### config.mk
export PLATFORM = sky130hd
export DESIGN_NAME = thr_int_timeout_mon_flat
export DESIGN_NICKNAME = d
export VERILOG_FILES = /design/src/rtl/thr_int_timeout_mon_if.sv /design/src/rtl/thr_int_timeout_mon.sv /design/src/flat_wrapper.sv
export SDC_FILE = /design/constraint.sdc
export NUM_CORES = 1
export LEC_CHECK = 0
export BUFFER_PORTS_ARGS = -buffer_cell sky130_fd_sc_hd__buf_2
export CAP_MARGIN = 20
export CORE_MARGIN = 1
export CORE_UTILIZATION = 45
export DETAILED_ROUTE_END_ITERATION = 6
export GPL_TIMING_DRIVEN = 0
export PLACE_DENSITY = 0.62
export SLEW_MARGIN = 5
export SYNTH_ARGS = -nofsm -noshare
export SYNTH_HDL_FRONTEND = slang
export SYNTH_SLANG_ARGS = --single-unit
### constraint.sdc
create_clock -name clk -period 4.55 [get_ports clk]
set_input_delay 0.6825 -clock clk [delete_from_list [all_inputs] [get_ports clk]]
set_output_delay 0.6825 -clock clk [all_outputs]
set_load 0.1 [all_outputs]
### src/rtl/thr_int_timeout_mon_if.sv
// Interrupt-timeout monitor bus: interrupt strobes and thread status in,
// per-thread wait/error status out.
interface thr_int_timeout_mon_if #(
  parameter int NUM_THR = 4,
  parameter int CNT_W   = 16
);
  logic               mon_en;
  logic               nukeint;
  logic               resumint;
  logic               rstint;
  logic [NUM_THR-1:0] rstthr;
  logic [NUM_THR-1:0] thr_dead;
  logic [CNT_W-1:0]   max_wait;
  logic [NUM_THR-1:0] pend;
  logic [NUM_THR-1:0] err_vec;
  logic [NUM_THR-1:0] err_type;
  logic [7:0]         err_cnt;
  logic               err_sticky;

  modport master (
    output mon_en,
    output nukeint,
    output resumint,
    output rstint,
    output rstthr,
    output thr_dead,
    output max_wait,
    input  pend,
    input  err_vec,
    input  err_type,
    input  err_cnt,
    input  err_sticky
  );

  modport slave (
    input  mon_en,
    input  nukeint,
    input  resumint,
    input  rstint,
    input  rstthr,
    input  thr_dead,
    input  max_wait,
    output pend,
    output err_vec,
    output err_type,
    output err_cnt,
    output err_sticky
  );
endinterface

### src/rtl/thr_int_timeout_mon.sv
// Per-thread interrupt wait timeout monitor with error pulse/count/sticky.
// Define THR_INT_MON_RESUME_CHK_EN to also watch resumes (RES_WAIT).
module thr_int_timeout_mon #(
  parameter int NUM_THR = 4,
  parameter int CNT_W   = 16
) (
  input  logic                  clk,
  input  logic                  rst,
  thr_int_timeout_mon_if.slave  bus
);

`ifdef THR_INT_MON_RESUME_CHK_EN
  typedef enum logic [1:0] {
    IDLE      = 2'd0,
    NUKE_WAIT = 2'd1,
    RES_WAIT  = 2'd2
  } state_e;
`else
  typedef enum logic [1:0] {
    IDLE      = 2'd0,
    NUKE_WAIT = 2'd1
  } state_e;
`endif

  localparam logic [CNT_W-1:0] CNT_MAX = '1;

  state_e             state_q [NUM_THR];
  state_e             state_d [NUM_THR];
  logic [CNT_W-1:0]   cnt_q   [NUM_THR];
  logic [CNT_W-1:0]   cnt_d   [NUM_THR];

  logic [NUM_THR-1:0] tgt;
  logic [NUM_THR-1:0] to_vec;
  logic [NUM_THR-1:0] pend_w;
  logic [NUM_THR-1:0] err_vec_q;
  logic [7:0]         err_cnt_q;
  logic               sticky_q;
  logic [5:0]         to_pop;
  logic [8:0]         cnt_sum;
  logic [7:0]         cnt_sat;

`ifdef THR_INT_MON_RESUME_CHK_EN
  logic [NUM_THR-1:0] to_res;
  logic [NUM_THR-1:0] err_type_q;
`endif

  function automatic logic [5:0] popcnt(
    input logic [NUM_THR-1:0] v
  );
    logic [5:0] n;
    n = '0;
    for (int i = 0; i < NUM_THR; i++) begin
      n = n + {5'd0, v[i]};
    end
    return n;
  endfunction

  // Isolate the lowest set bit: only that thread is targeted.
  assign tgt = bus.rstthr & (~bus.rstthr + NUM_THR'(1));

  always_comb begin
    state_d = state_q;
    cnt_d   = cnt_q;
    to_vec  = '0;
`ifdef THR_INT_MON_RESUME_CHK_EN
    to_res  = '0;
`endif
    for (int i = 0; i < NUM_THR; i++) begin
      unique case (state_q[i])
        NUKE_WAIT: begin
          if (bus.thr_dead[i]) begin
            state_d[i] = IDLE;
            cnt_d[i]   = '0;
          end else if (cnt_q[i] >= bus.max_wait) begin
            state_d[i] = IDLE;
            cnt_d[i]   = '0;
            to_vec[i]  = 1'b1;
          end else if (cnt_q[i] != CNT_MAX) begin
            cnt_d[i] = cnt_q[i] + CNT_W'(1);
          end
        end
`ifdef THR_INT_MON_RESUME_CHK_EN
        RES_WAIT: begin
          if (!bus.thr_dead[i]) begin
            state_d[i] = IDLE;
            cnt_d[i]   = '0;
          end else if (cnt_q[i] >= bus.max_wait) begin
            state_d[i] = IDLE;
            cnt_d[i]   = '0;
            to_vec[i]  = 1'b1;
            to_res[i]  = 1'b1;
          end else if (cnt_q[i] != CNT_MAX) begin
            cnt_d[i] = cnt_q[i] + CNT_W'(1);
          end
        end
`endif
        default: ;
      endcase

      // Events land on top of this cycle's evaluation.
      if (tgt[i]) begin
        priority case (1'b1)
          bus.rstint: begin
            state_d[i] = IDLE;
            cnt_d[i]   = '0;
          end
          bus.resumint: begin
`ifdef THR_INT_MON_RESUME_CHK_EN
            state_d[i] = RES_WAIT;
`else
            state_d[i] = IDLE;
`endif
            cnt_d[i]   = '0;
          end
          bus.nukeint: begin
            if (state_d[i] != NUKE_WAIT) begin
              state_d[i] = NUKE_WAIT;
              cnt_d[i]   = '0;
            end
          end
          default: ;
        endcase
      end
    end
  end

  assign to_pop  = popcnt(to_vec);
  assign cnt_sum = {1'b0, err_cnt_q} + {3'd0, to_pop};
  assign cnt_sat = cnt_sum[8] ? 8'hFF : cnt_sum[7:0];

  always_ff @(posedge clk or posedge rst) begin
    if (rst) begin
      for (int i = 0; i < NUM_THR; i++) begin
        state_q[i] <= IDLE;
        cnt_q[i]   <= '0;
      end
      err_vec_q <= '0;
      err_cnt_q <= '0;
      sticky_q  <= 1'b0;
    end else begin
      state_q <= state_d;
      cnt_q   <= cnt_d;
      if (bus.mon_en) begin
        err_vec_q <= to_vec;
        err_cnt_q <= cnt_sat;
        if (|to_vec) begin
          sticky_q <= 1'b1;
        end
      end else begin
        err_vec_q <= '0;
      end
    end
  end

`ifdef THR_INT_MON_RESUME_CHK_EN
  always_ff @(posedge clk or posedge rst) begin
    if (rst) begin
      err_type_q <= '0;
    end else if (bus.mon_en) begin
      err_type_q <= to_vec & to_res;
    end else begin
      err_type_q <= '0;
    end
  end

  assign bus.err_type = err_type_q;
`else
  assign bus.err_type = '0;
`endif

  always_comb begin
    pend_w = '0;
    for (int i = 0; i < NUM_THR; i++) begin
      pend_w[i] = (state_q[i] != IDLE);
    end
  end

  assign bus.pend       = pend_w;
  assign bus.err_vec    = err_vec_q;
  assign bus.err_cnt    = err_cnt_q;
  assign bus.err_sticky = sticky_q;

endmodule

### src/flat_wrapper.sv
// flat-port wrapper written by rule: the top's interface ports become plain ports
module thr_int_timeout_mon_flat 
#(
  parameter int NUM_THR = 4,
  parameter int CNT_W   = 16
)
  (clk, rst, bus_mon_en, bus_nukeint, bus_resumint, bus_rstint, bus_rstthr, bus_thr_dead, bus_max_wait, bus_pend, bus_err_vec, bus_err_type, bus_err_cnt, bus_err_sticky);
  thr_int_timeout_mon_if #(.NUM_THR(NUM_THR), .CNT_W(CNT_W)) bus_i ();
  input  logic clk;
  input  logic rst;
  input wire logic [$bits(bus_i.mon_en)-1:0] bus_mon_en;
  input wire logic [$bits(bus_i.nukeint)-1:0] bus_nukeint;
  input wire logic [$bits(bus_i.resumint)-1:0] bus_resumint;
  input wire logic [$bits(bus_i.rstint)-1:0] bus_rstint;
  input wire logic [$bits(bus_i.rstthr)-1:0] bus_rstthr;
  input wire logic [$bits(bus_i.thr_dead)-1:0] bus_thr_dead;
  input wire logic [$bits(bus_i.max_wait)-1:0] bus_max_wait;
  output wire logic [$bits(bus_i.pend)-1:0] bus_pend;
  output wire logic [$bits(bus_i.err_vec)-1:0] bus_err_vec;
  output wire logic [$bits(bus_i.err_type)-1:0] bus_err_type;
  output wire logic [$bits(bus_i.err_cnt)-1:0] bus_err_cnt;
  output wire logic [$bits(bus_i.err_sticky)-1:0] bus_err_sticky;
  assign bus_i.mon_en = bus_mon_en;
  assign bus_i.nukeint = bus_nukeint;
  assign bus_i.resumint = bus_resumint;
  assign bus_i.rstint = bus_rstint;
  assign bus_i.rstthr = bus_rstthr;
  assign bus_i.thr_dead = bus_thr_dead;
  assign bus_i.max_wait = bus_max_wait;
  assign bus_pend = bus_i.pend;
  assign bus_err_vec = bus_i.err_vec;
  assign bus_err_type = bus_i.err_type;
  assign bus_err_cnt = bus_i.err_cnt;
  assign bus_err_sticky = bus_i.err_sticky;
  thr_int_timeout_mon #(.NUM_THR(NUM_THR), .CNT_W(CNT_W)) u_core (.clk(clk), .rst(rst), .bus(bus_i));
endmodule
==> impl_metrics.json, run 1 <==
{
  "status": "finished clean",
  "initial_core_util": 0.463,
  "worstPathArrival_ps": 4590,
  "cpMostUsedCell": "ha_1",
  "busiest_layer": "met2",
  "die_area_um2": 14100,
  "fill_cells": 1236,
  "grt_use_met1": 0.290,
  "numPortBuffers": 44,
  "multiInputGateArea_um2": 3850,
  "drv_slew": 0,
  "clock-root-buffer": "clkbuf_16",
  "end_kind": "flop",
  "antenna_left": 0,
  "worst_path_max_delay_cell": "fa_1",
  "hold_viol": 0,
  "worst_pin_slew_ps": 788,
  "drive_gt1_frac": 0.146,
  "path_max_fanout": 4,
  "area_growth_pct": 15.1,
  "numCtsBuffers": 9,
  "cts_buffer_depth": 2,
  "route.detailed.drc": 0,
  "clkLatencyLatePin_ps": 350,
  "ys_async_sr_fraction": 1.00,
  "met2_usage": 0.398,
  "p_int_mw": 1.46,
  "overflow": 0,
  "place_ws_ps": -540,
  "place.gp.congestion": 0.847,
  "wl_per_cell_um": 16.6,
  "nets": 870,
  "wirelength_mm": 15.7,
  "fin_crit_sh": 0.961,
  "clock-sinks": 85,
  "required_ps": 4770,
  "max_cap_violations": 0,
  "peakVddDrop_v": 0.000203,
  "coreArea_um2": 13300,
  "synth_ff_type": "dfrtp_1",
  "whs_ps": 330,
  "rsz0062_at_grt": "false",
  "cp_top_family": "adder cells",
  "sw_frac_of_total": 0.276,
  "syn_area_um2": 6150,
  "power.density_nw_per_um2": 284,
  "dr.pass1.iters": 5,
  "avgSynthCellArea_um2": 8.78,
  "seq_area_um2": 2130,
  "slowest_delay_ps": 400,
  "setup_viol": 0,
  "grt_use_met3": 0.0512,
  "yosysWarningCount": 0,
  "dr_total_vias": 5403,
  "htree_levels": 3,
  "worstPathCellList": "buf_2 > ha_1 > nand2b_1 > a2111oi_2 > nor3_1 > o221ai_2 > nand3_2 > and2_4 > ha_1 > fa_1 > ha_1 > inv_1 > fa_2 > nor2b_2 > o211a_1 > and3_4 > and2_1 > a21oi_1",
  "row_count": 42,
  "die_w_um": 119,
  "grt_start_max_net_pins": 59,
  "synthCells": 701,
  "cts_tree": "done",
  "max_slew_margin": 0.471,
  "start_kind": "input port",
  "dr.first_iter.drc_count": 292,
  "antenna_found_initial": 0,
  "grt_pass1_vias": 5309,
  "vias_per_cell": 5.72,
  "finClkSkew_ps": 6.01,
  "max_clock_freq_mhz": 229,
  "path_buf_inv": 2,
  "worstSetupPathType": "input port to flop",
  "grt_usage": 0.231,
  "setup_ws_ps": 179,
  "cts-hold-fix-buffers": 0,
  "synth_edf_count": 0,
  "p_clk_frac": 0.438,
  "cellLeakagePower_nw": 3.44,
  "path_clk_slew_ps": 60,
  "synth_seq_cells": 85,
  "combPwrFrac": 0.160,
  "synth_cell_types": 68,
  "seqPwrFrac": 0.402,
  "grt_pass1_wl_mm": 25.6,
  "p_switching_uw": 555,
  "seq_area_frac_synth": 0.346,
  "min_path_type": "input port to asynchronous set/reset pin",
  "ios": 51,
  "fin_crit_ps": 4370,
  "diodes": 0,
  "fp.dieH_um": 119,
  "dp_hpwl_mm": 12.0
}
==> cells by family after synthesis <==
kind of cell	after synthesis	share of synthesized area
mux	1	0.00163
buf+inv	54	0.0399
simple gates	314	0.263
compound gates	129	0.134
flops	85	0.346
xor+xnor	41	0.0584
other cells	1	0.000610
fa+ha+maj	76	0.157
==> cell usage in the layout, fill, tap and decap left out, types with 3 or more instances in the layout <==
master     Yosys  layout
or2_2          7       7
buf_2          2      46
and2_1        11      10
buf_4          4       8
nor2b_1        8       7
nand3_1       40      38
and3_1        19      17
and4_1         8       8
nor3_1        23      22
dfrtp_1       85      84
ha_1          74      74
conb_1         1       4
nand4_1       23      23
clkbuf_1       7       8
xnor2_1       16      16
o21a_1         7       7
a41oi_1        4       4
clkbuf_16      0       9
nand2_1       72      72
a311oi_1       3       3
a21o_1         4       4
inv_1         37      36
o21ai_0       22      22
a21oi_1       41      41
xor2_1        25      25
clkbuf_8       1       4
nor4_1         3       3
o21ai_1        8       8
o221a_2        3       3
nand3b_1       3       3
a31oi_1       14      14
nand2b_1       8       8
nor2_1        70      70
bufinv_16      0       3
==> final timing paths <==
kind / from / end / slack, ps / cells after the start
max in group asynchronous: rst / u_core.cnt_q[48]$_DFF_PP0_ / 3580 / 3
setup / recovery: bus_max_wait[0] / u_core.bus.err_cnt[6]$_DFFE_PP0P_ / 180 / 18
min in group clk: u_core.bus.err_sticky$_DFFE_PP0P_ / u_core.bus.err_sticky$_DFFE_PP0P_ / 490 / 1
hold reg to reg: u_core.bus.err_sticky$_DFFE_PP0P_ / u_core.bus.err_sticky$_DFFE_PP0P_ / 490 / 1
setup reg to reg: u_core.cnt_q[48]$_DFF_PP0_ / u_core.bus.err_cnt[6]$_DFFE_PP0P_ / 250 / 18
hold / removal: rst / u_core.state_q[3]$_DFF_PP0_ / 330 / 2
==> registers in the layout, summed over array words and instances, names as in the netlist <==
signal,count
u_core.bus.err_vec,4
u_core.bus.err_sticky,1
u_core.bus.err_cnt,8
u_core.cnt_q,64
u_core.state_q,8
==> metrics by stage <==
stage / power (mW) / instance area [um2] / setup TNS, ps / utilization / cells
after floorplan: 1.05 / 6160 / 0 / - / 704
after detailed placement: 1.14 / 6630 / -3750 / 0.499 / 925
after CTS: 2.03 / 7010 / 0 / 0.527 / 941
final: 2.01 / 7080 / 0 / 0.533 / 945
after global routing: 2.09 / 7080 / 0 / 0.533 / 945
after global placement: 1.13 / 6600 / -3170 / 0.497 / 924
==> synth_stat cells, types with 3 or more instances <==
| cell | n | share of area |
|---|---|---|
| buf_4 | 4 | 0.0049 |
| o21ai_1 | 8 | 0.0065 |
| nand2b_1 | 8 | 0.0081 |
| a41oi_1 | 4 | 0.0057 |
| o221a_2 | 3 | 0.0055 |
| o21a_1 | 7 | 0.0085 |
| nor3_1 | 23 | 0.019 |
| nand4_1 | 23 | 0.023 |
| nor4_1 | 3 | 0.0031 |
| ha_1 | 74 | 0.15 |
| o21ai_0 | 22 | 0.018 |
| a31oi_1 | 14 | 0.014 |
| a311oi_1 | 3 | 0.0043 |
| nor2_1 | 70 | 0.043 |
| inv_1 | 37 | 0.023 |
| dfrtp_1 | 85 | 0.35 |
| clkbuf_1 | 7 | 0.0043 |
| xor2_1 | 25 | 0.036 |
| and4_1 | 8 | 0.011 |
| or2_2 | 7 | 0.0071 |
| nand2_1 | 72 | 0.044 |
| a2111oi_0 | 3 | 0.0043 |
| a21oi_1 | 41 | 0.033 |
| xnor2_1 | 16 | 0.023 |
| a211oi_1 | 3 | 0.0037 |
| and2_1 | 11 | 0.011 |
| a21o_1 | 4 | 0.0049 |
| nand3b_1 | 3 | 0.0037 |
| nor2b_1 | 8 | 0.0081 |
| and3_1 | 19 | 0.019 |
| nand3_1 | 40 | 0.033 |
==> power groups by stage <==
stage          Sequential (mW)  Combinational, mW  Clock [mW]
2_1_floorplan            0.866              0.186           0
3_3_place_gp             0.820              0.307           0
3_5_place_dp             0.821              0.321           0
4_1_cts                  0.808              0.322       0.896
5_1_grt                  0.811              0.356       0.921
6_report                 0.808              0.323       0.881
==> routing by layer <==
metal,share of wire,vias up
met1,0.45,2606
li1,-,2630
met3,0.058,10
met5,0,-
met2,0.49,157
met4,0.012,0
==> timing repair <==
item,4_1_cts,5_1_grt
pin swaps,1,4
endpoints found under the setup margin,7,7
buffers inserted,0,4
gates resized for setup,2,12
==> layout make-up <==
type | count | share of cell area
buffer | 17 | 0.0150
multi-input combinational | 565 | 0.543
timing repair buffer | 49 | 0.0392
clock buffer | 13 | 0.0382
tap | 176 | 0.0311
sequential | 85 | 0.300
clock inverter | 3 | 0.0127
inverter | 37 | 0.0200
Note: power is estimated with default switching activity, not from simulation.
==> inputs of run 2 (changes only) <==
Settings changed: CELL_PAD_IN_SITES_DETAIL_PLACEMENT from default to 2, CELL_PAD_IN_SITES_GLOBAL_PLACEMENT from default to 2, CORE_UTILIZATION 45 to 38, CTS_BUF_LIST from default to sky130_fd_sc_hd__clkbuf_16, PLACE_DENSITY 0.62 to 0.8.
==> run 2 against run 1 <==
Compared with the run above:
- non-clock buffer count up 1
- cell count grew 4.3%
- utilization is 8.4 points lower
- sequential power is 0.5% higher
- fmax about the same
- clock power is 10% lower
- clock skew rose by 0.52 ps
- worst setup slack better by 2.0 ps
- die area rose by 18%
- hold slack gained 52 ps
- sequential cell count unchanged
- count of clock-buffer cells in the layout fell by 4
- highest routed layer unchanged
==> impl_metrics.json, run 2 (synthesized netlist as in run 1, its figures left out) <==
{
  "worstSetupPathType": "input port to flop",
  "vias_per_cell": 5.67,
  "start_kind": "input port",
  "min_path_type": "input port to asynchronous set/reset pin",
  "max_slew_margin": 0.442,
  "post-route-util": 0.449,
  "coreArea_um2": 15800,
  "htree_levels": 3,
  "nets": 871,
  "clock-sinks": 85,
  "initial_core_util": 0.389,
  "drv_slew": 0,
  "seq_area_um2": 2130,
  "dp_hpwl_mm": 15.5,
  "worstPathCellList": "buf_2 > ha_1 > nand2b_1 > a2111oi_4 > nor3_2 > o221ai_2 > nand3_2 > and2_4 > ha_1 > fa_1 > ha_1 > inv_1 > fa_1 > nor2b_2 > o211a_1 > and3_4 > nand3_2 > nand2_1",
  "multiInputGateArea_um2": 3860,
  "diodes": 0,
  "worst_pin_slew_ps": 832,
  "worstPathArrival_ps": 4660,
  "die_w_um": 129,
  "final_common_cell": "dfrtp_1",
  "ios": 51,
  "antenna_left": 0,
  "fin_crit_sh": 0.960,
  "required_ps": 4840,
  "end_kind": "flop",
  "worst_path_max_delay_cell": "fa_1",
  "path_max_fanout": 5,
  "power.density_nw_per_um2": 274,
  "drive_gt1_frac": 0.143,
  "die_area_um2": 16700,
  "max_cap_violations": 0,
  "place_ws_ps": -738,
  "fill_cells": 1753,
  "path_clk_slew_ps": 60,
  "slowest_delay_ps": 430,
  "mostFrequentLayoutCells": "85 x dfrtp_1, 73 x ha_1, 72 x nand2_1",
  "setup_viol": 0,
  "finalSetupTns_ps": 0,
  "peakVddDrop_v": 0.000191,
  "largest_reg_flops": 64,
  "dp_cells": 965,
  "dr.pass1.iters": 4,
  "wl_per_cell_um": 20.8,
  "finalNonFillerCells": 986,
  "grt_pass1_vias": 6212,
  "cellLeakagePower_nw": 3.43,
  "numCtsBuffers": 9,
  "setup_ws_ps": 181,
  "grt_usage": 0.260,
  "fin_crit_ps": 4370,
  "grt_start_max_net_pins": 50,
  "row_count": 46,
  "grt_pass1_wl_mm": 32.8,
  "status": "finished clean",
  "clkLatencyLatePin_ps": 350,
  "overflow": 0,
  "cts_buffer_depth": 2,
  "cpMostUsedCell": "ha_1",
  "cts_tree": "done",
  "whs_ps": 382,
  "clock-root-buffer": "clkbuf_16",
  "numPortBuffers": 44,
  "dr_total_vias": 5588,
  "finClkSkew_ps": 6.53,
  "place.gp.congestion": 0.837,
  "antenna_found_initial": 0,
  "wirelength_mm": 20.5,
  "fp.dieH_um": 129,
  "area_growth_pct": 15.4,
  "dr.first_iter.drc_count": 192,
  "route.detailed.drc": 0,
  "hold_viol": 0,
  "regMostFlops": "u_core.cnt_q",
  "max_clock_freq_mhz": 229
}
run 2: timing repair:
item	4_1_cts	5_1_grt
gates resized for setup	4	11
setup buffers	3	2
hold buffers	0	0
pin swaps	2	3
setup endpoints to repair	8	7
run 2: worst max-delay path: cells and delay by family:
family	cells	cell delay, ps
AOI/OAI and AO/OA	3	770
adders and majority gates	5	1760
buffers and inverters	2	240
and+or+nand+nor	8	1190
run 2: layout make-up:
class / instances / area share
well taps: 216 / 0.0381
repair buffers: 50 / 0.0402
clock buffers: 9 / 0.0317
multi-input cells: 565 / 0.544
plain buffers: 17 / 0.0150
inverters: 37 / 0.0199
flip-flops and latches: 85 / 0.300
clock inverters: 7 / 0.0115
run 2: power by group:
group | total [mW] | leakage, nW | switching (mW) | internal (mW)
registers | 0.812 | 1.17 | 0.0337 | 0.778
logic | 0.339 | 2.11 | 0.240 | 0.0996
clock network | 0.793 | 0.155 | 0.319 | 0.474
total | 1.94 | 3.43 | 0.593 | 1.35
run 2: worst paths after layout:
check	start	end	slack, ps	depth (start not counted)
max in group asynchronous	rst	u_core.cnt_q[42]$_DFF_PP0_	3510	3
min reg2reg	u_core.bus.err_sticky$_DFFE_PP0P_	u_core.bus.err_sticky$_DFFE_PP0P_	470	1
max reg2reg	u_core.cnt_q[48]$_DFF_PP0_	u_core.bus.err_cnt[5]$_DFFE_PP0P_	230	18
max	bus_max_wait[0]	u_core.bus.err_cnt[5]$_DFFE_PP0P_	180	18
min in group clk	u_core.bus.err_sticky$_DFFE_PP0P_	u_core.bus.err_sticky$_DFFE_PP0P_	470	1
min	rst	u_core.cnt_q[21]$_DFF_PP0_	380	2
run 2: per-layer routing:
| layer | track usage | wire length [um] | vias up | share of wire |
|---|---|---|---|---|
| li1 | - | - | 2632 | - |
| met1 | 0.312 | 8790 | 2860 | 0.43 |
| met2 | 0.466 | 10700 | 70 | 0.52 |
| met3 | 0.0396 | 480 | 26 | 0.023 |
| met4 | 0.0976 | 512 | 0 | 0.025 |
| met5 | 0 | 0 | - | 0 |
run 2: metrics by stage:
| step | area [um2] | power, mW |
|---|---|---|
| floorplan | 6160 | 1.05 |
| global placement | 6650 | 1.13 |
| detailed placement | 6680 | 1.16 |
| CTS | 7030 | 1.97 |
| global route | 7100 | 2.02 |
| finish | 7100 | 1.94 |
==> inputs of run 3 (changes only) <==
--- a/config.mk
+++ b/config.mk
@@ -15,3 +15,3 @@
 export DETAILED_ROUTE_END_ITERATION = 6
-export GPL_TIMING_DRIVEN = 0
+export GPL_TIMING_DRIVEN = 1
 export PLACE_DENSITY = 0.8
==> constraint.sdc (replaced) <==
create_clock -name clk -period 4.55 [get_ports clk]
set_input_delay 0.2275 -clock clk [delete_from_list [all_inputs] [get_ports clk]]
set_output_delay 0.2275 -clock clk [all_outputs]
set_load 0.1 [all_outputs]
==> run 3 against run 2 <==
Compared with the run above:
- die area unchanged
- global-route usage fell by 0.23 points
- clock power fell by 6.8%
- critical endpoint is now u_core.bus.err_cnt[7]$_DFFE_PP0P_
- power fell by 3.2%
- cell area is 1.7% lower
- hold slack worse by 200 ps
- via count grew 0.52%
- sequential cell count unchanged
- critical path type is now flop to flop
- sequential share of layout area increased by 0.52 points
==> impl_metrics.json, run 3 (synthesized netlist as in run 1, its figures left out) <==
{
  "mostFrequentLayoutCells": "85 x dfrtp_1, 74 x ha_1, 72 x nand2_1",
  "fill_cells": 1793,
  "peakVddDrop_v": 0.000267,
  "finish.instance_area_um2": 6980,
  "dr.pass1.iters": 4,
  "dp_hpwl_mm": 15.3,
  "min_from": "bus_thr_dead[2]",
  "rr_startpoint": "u_core.cnt_q[48]$_DFF_PP0_",
  "numCtsBuffers": 9,
  "die_w_um": 129,
  "required_ps": 4780,
  "antenna_found_initial": 0,
  "overflow": 0,
  "seq_area_um2": 2130,
  "end_kind": "flop",
  "fin_crit_ps": 4410,
  "p_clk_frac": 0.393,
  "post-route-util": 0.441,
  "startpoint": "u_core.cnt_q[48]$_DFF_PP0_",
  "p_int_mw": 1.29,
  "status": "finished clean",
  "route.detailed.drc": 0,
  "grt_usage": 0.257,
  "regMostFlops": "u_core.cnt_q",
  "setup_viol": 0,
  "drv_slew": 0,
  "p_switching_uw": 590,
  "cts_buffer_depth": 2,
  "finalSetupTns_ps": 0,
  "max_clock_freq_mhz": 227,
  "fp.dieH_um": 129,
  "clock-sinks": 85,
  "power.density_nw_per_um2": 270,
  "hold_viol": 0,
  "fin_crit_sh": 0.970,
  "grt_pass1_vias": 6065,
  "path_clk_slew_ps": 60,
  "drive_gt1_frac": 0.132,
  "worst_pin_slew_ps": 933,
  "antenna_left": 0,
  "grt_start_max_net_pins": 53,
  "sw_frac_of_total": 0.313,
  "wirelength_mm": 20.5,
  "diodes": 0,
  "cts_tree": "done",
  "clock-root-buffer": "clkbuf_16",
  "area_growth_pct": 13.5,
  "place.gp.congestion": 0.817,
  "worstSetupPathType": "flop to flop",
  "coreArea_um2": 15800,
  "dr.first_iter.drc_count": 232,
  "max_slew_margin": 0.374,
  "path_max_fanout": 3,
  "row_count": 46,
  "wl_per_cell_um": 21.0,
  "final_common_cell": "dfrtp_1",
  "start_kind": "flop",
  "min_path_type": "input port to flop",
  "worstPathArrival_ps": 4640,
  "seqPwrFrac": 0.431,
  "grt_pass1_wl_mm": 32.5,
  "multiInputGateArea_um2": 3830,
  "dr_total_vias": 5617,
  "finClkSkew_ps": 8.08,
  "clkLatencyLatePin_ps": 350,
  "nets": 860,
  "cellLeakagePower_nw": 3.38,
  "initial_core_util": 0.389,
  "combPwrFrac": 0.177,
  "htree_levels": 3,
  "vias_per_cell": 5.76,
  "largest_reg_flops": 64,
  "max_cap_violations": 0,
  "place_area_um2": 6580,
  "ios": 51,
  "die_area_um2": 16700,
  "numPortBuffers": 46
}
run 3: area by class of cell:
cell class,count,share of cell area
inverters,37,0.0201
flip-flops and latches,85,0.305
clock buffers,9,0.0323
clock inverters,7,0.00860
repair buffers,56,0.0470
multi-input cells,565,0.549
well taps,216,0.0387
run 3: worst paths after layout:
path / endpoint / slack (ps) / depth (start not counted)
worst min register to register: u_core.bus.err_sticky$_DFFE_PP0P_ / 510 / 1
worst max register to register: u_core.bus.err_cnt[7]$_DFFE_PP0P_ / 140 / 19
worst max-delay path: u_core.bus.err_cnt[7]$_DFFE_PP0P_ / 140 / 19
max in group asynchronous: u_core.cnt_q[1]$_DFF_PP0_ / 3180 / 5
worst min-delay path: u_core.bus.err_vec[2]$_DFF_PP0_ / 180 / 2
min in group asynchronous: u_core.cnt_q[28]$_DFF_PP0_ / 350 / 3
run 3: power groups by stage:
stage,Sequential [mW],Combinational (mW),Clock (mW)
after floorplan,0.866,0.186,0
after global placement,0.822,0.308,0
after detailed placement,0.824,0.322,0
after CTS,0.810,0.326,0.762
after global routing,0.813,0.365,0.781
final,0.810,0.333,0.739
run 3: worst max-delay path: stages (launching register included):
cell and delay [ps]:
dfrtp_1 380, inv_1 60, ha_1 260, nand2b_1 180, a2111oi_4 350, nor3_1 120
o221ai_1 260, nand3_1 150, and2_4 220, ha_1 310, fa_1 400, ha_1 320
ha_1 300, a21o_1 110, a21oi_1 70, nor2_1 160, and3_1 240, nand3_1 140
nor3_2 190, a21oi_1 60
run 3: layer usage:
metal	global-route usage	wire, um	up-vias	part of all wire
met3	0.0372	485	20	0.024
li1	-	-	2613	-
met5	0	0	-	0
met2	0.453	10500	75	0.51
met1	0.322	9080	2909	0.44
met4	0.0858	413	0	0.020
run 3: stage by stage:
step / hold slack, ps / cells / setup WS (ps) / power [mW]
final: 179 / 975 / 137 / 1.88
after global routing: 180 / 975 / -107 / 1.96
after CTS: 100 / 969 / 14.7 / 1.90
after detailed placement: 479 / 952 / -108 / 1.15
after global placement: 468 / 952 / 313 / 1.13
after floorplan: 298 / 704 / 442 / 1.05
run 3: what timing repair did:
item | in CTS | in global routing
pin swaps | 1 | 4
gates resized for setup | 2 | 6
hold endpoints to repair | 0 | 10
setup endpoints to repair | 7 | 7
setup buffers | 1 | 4
hold buffers | 0 | 1
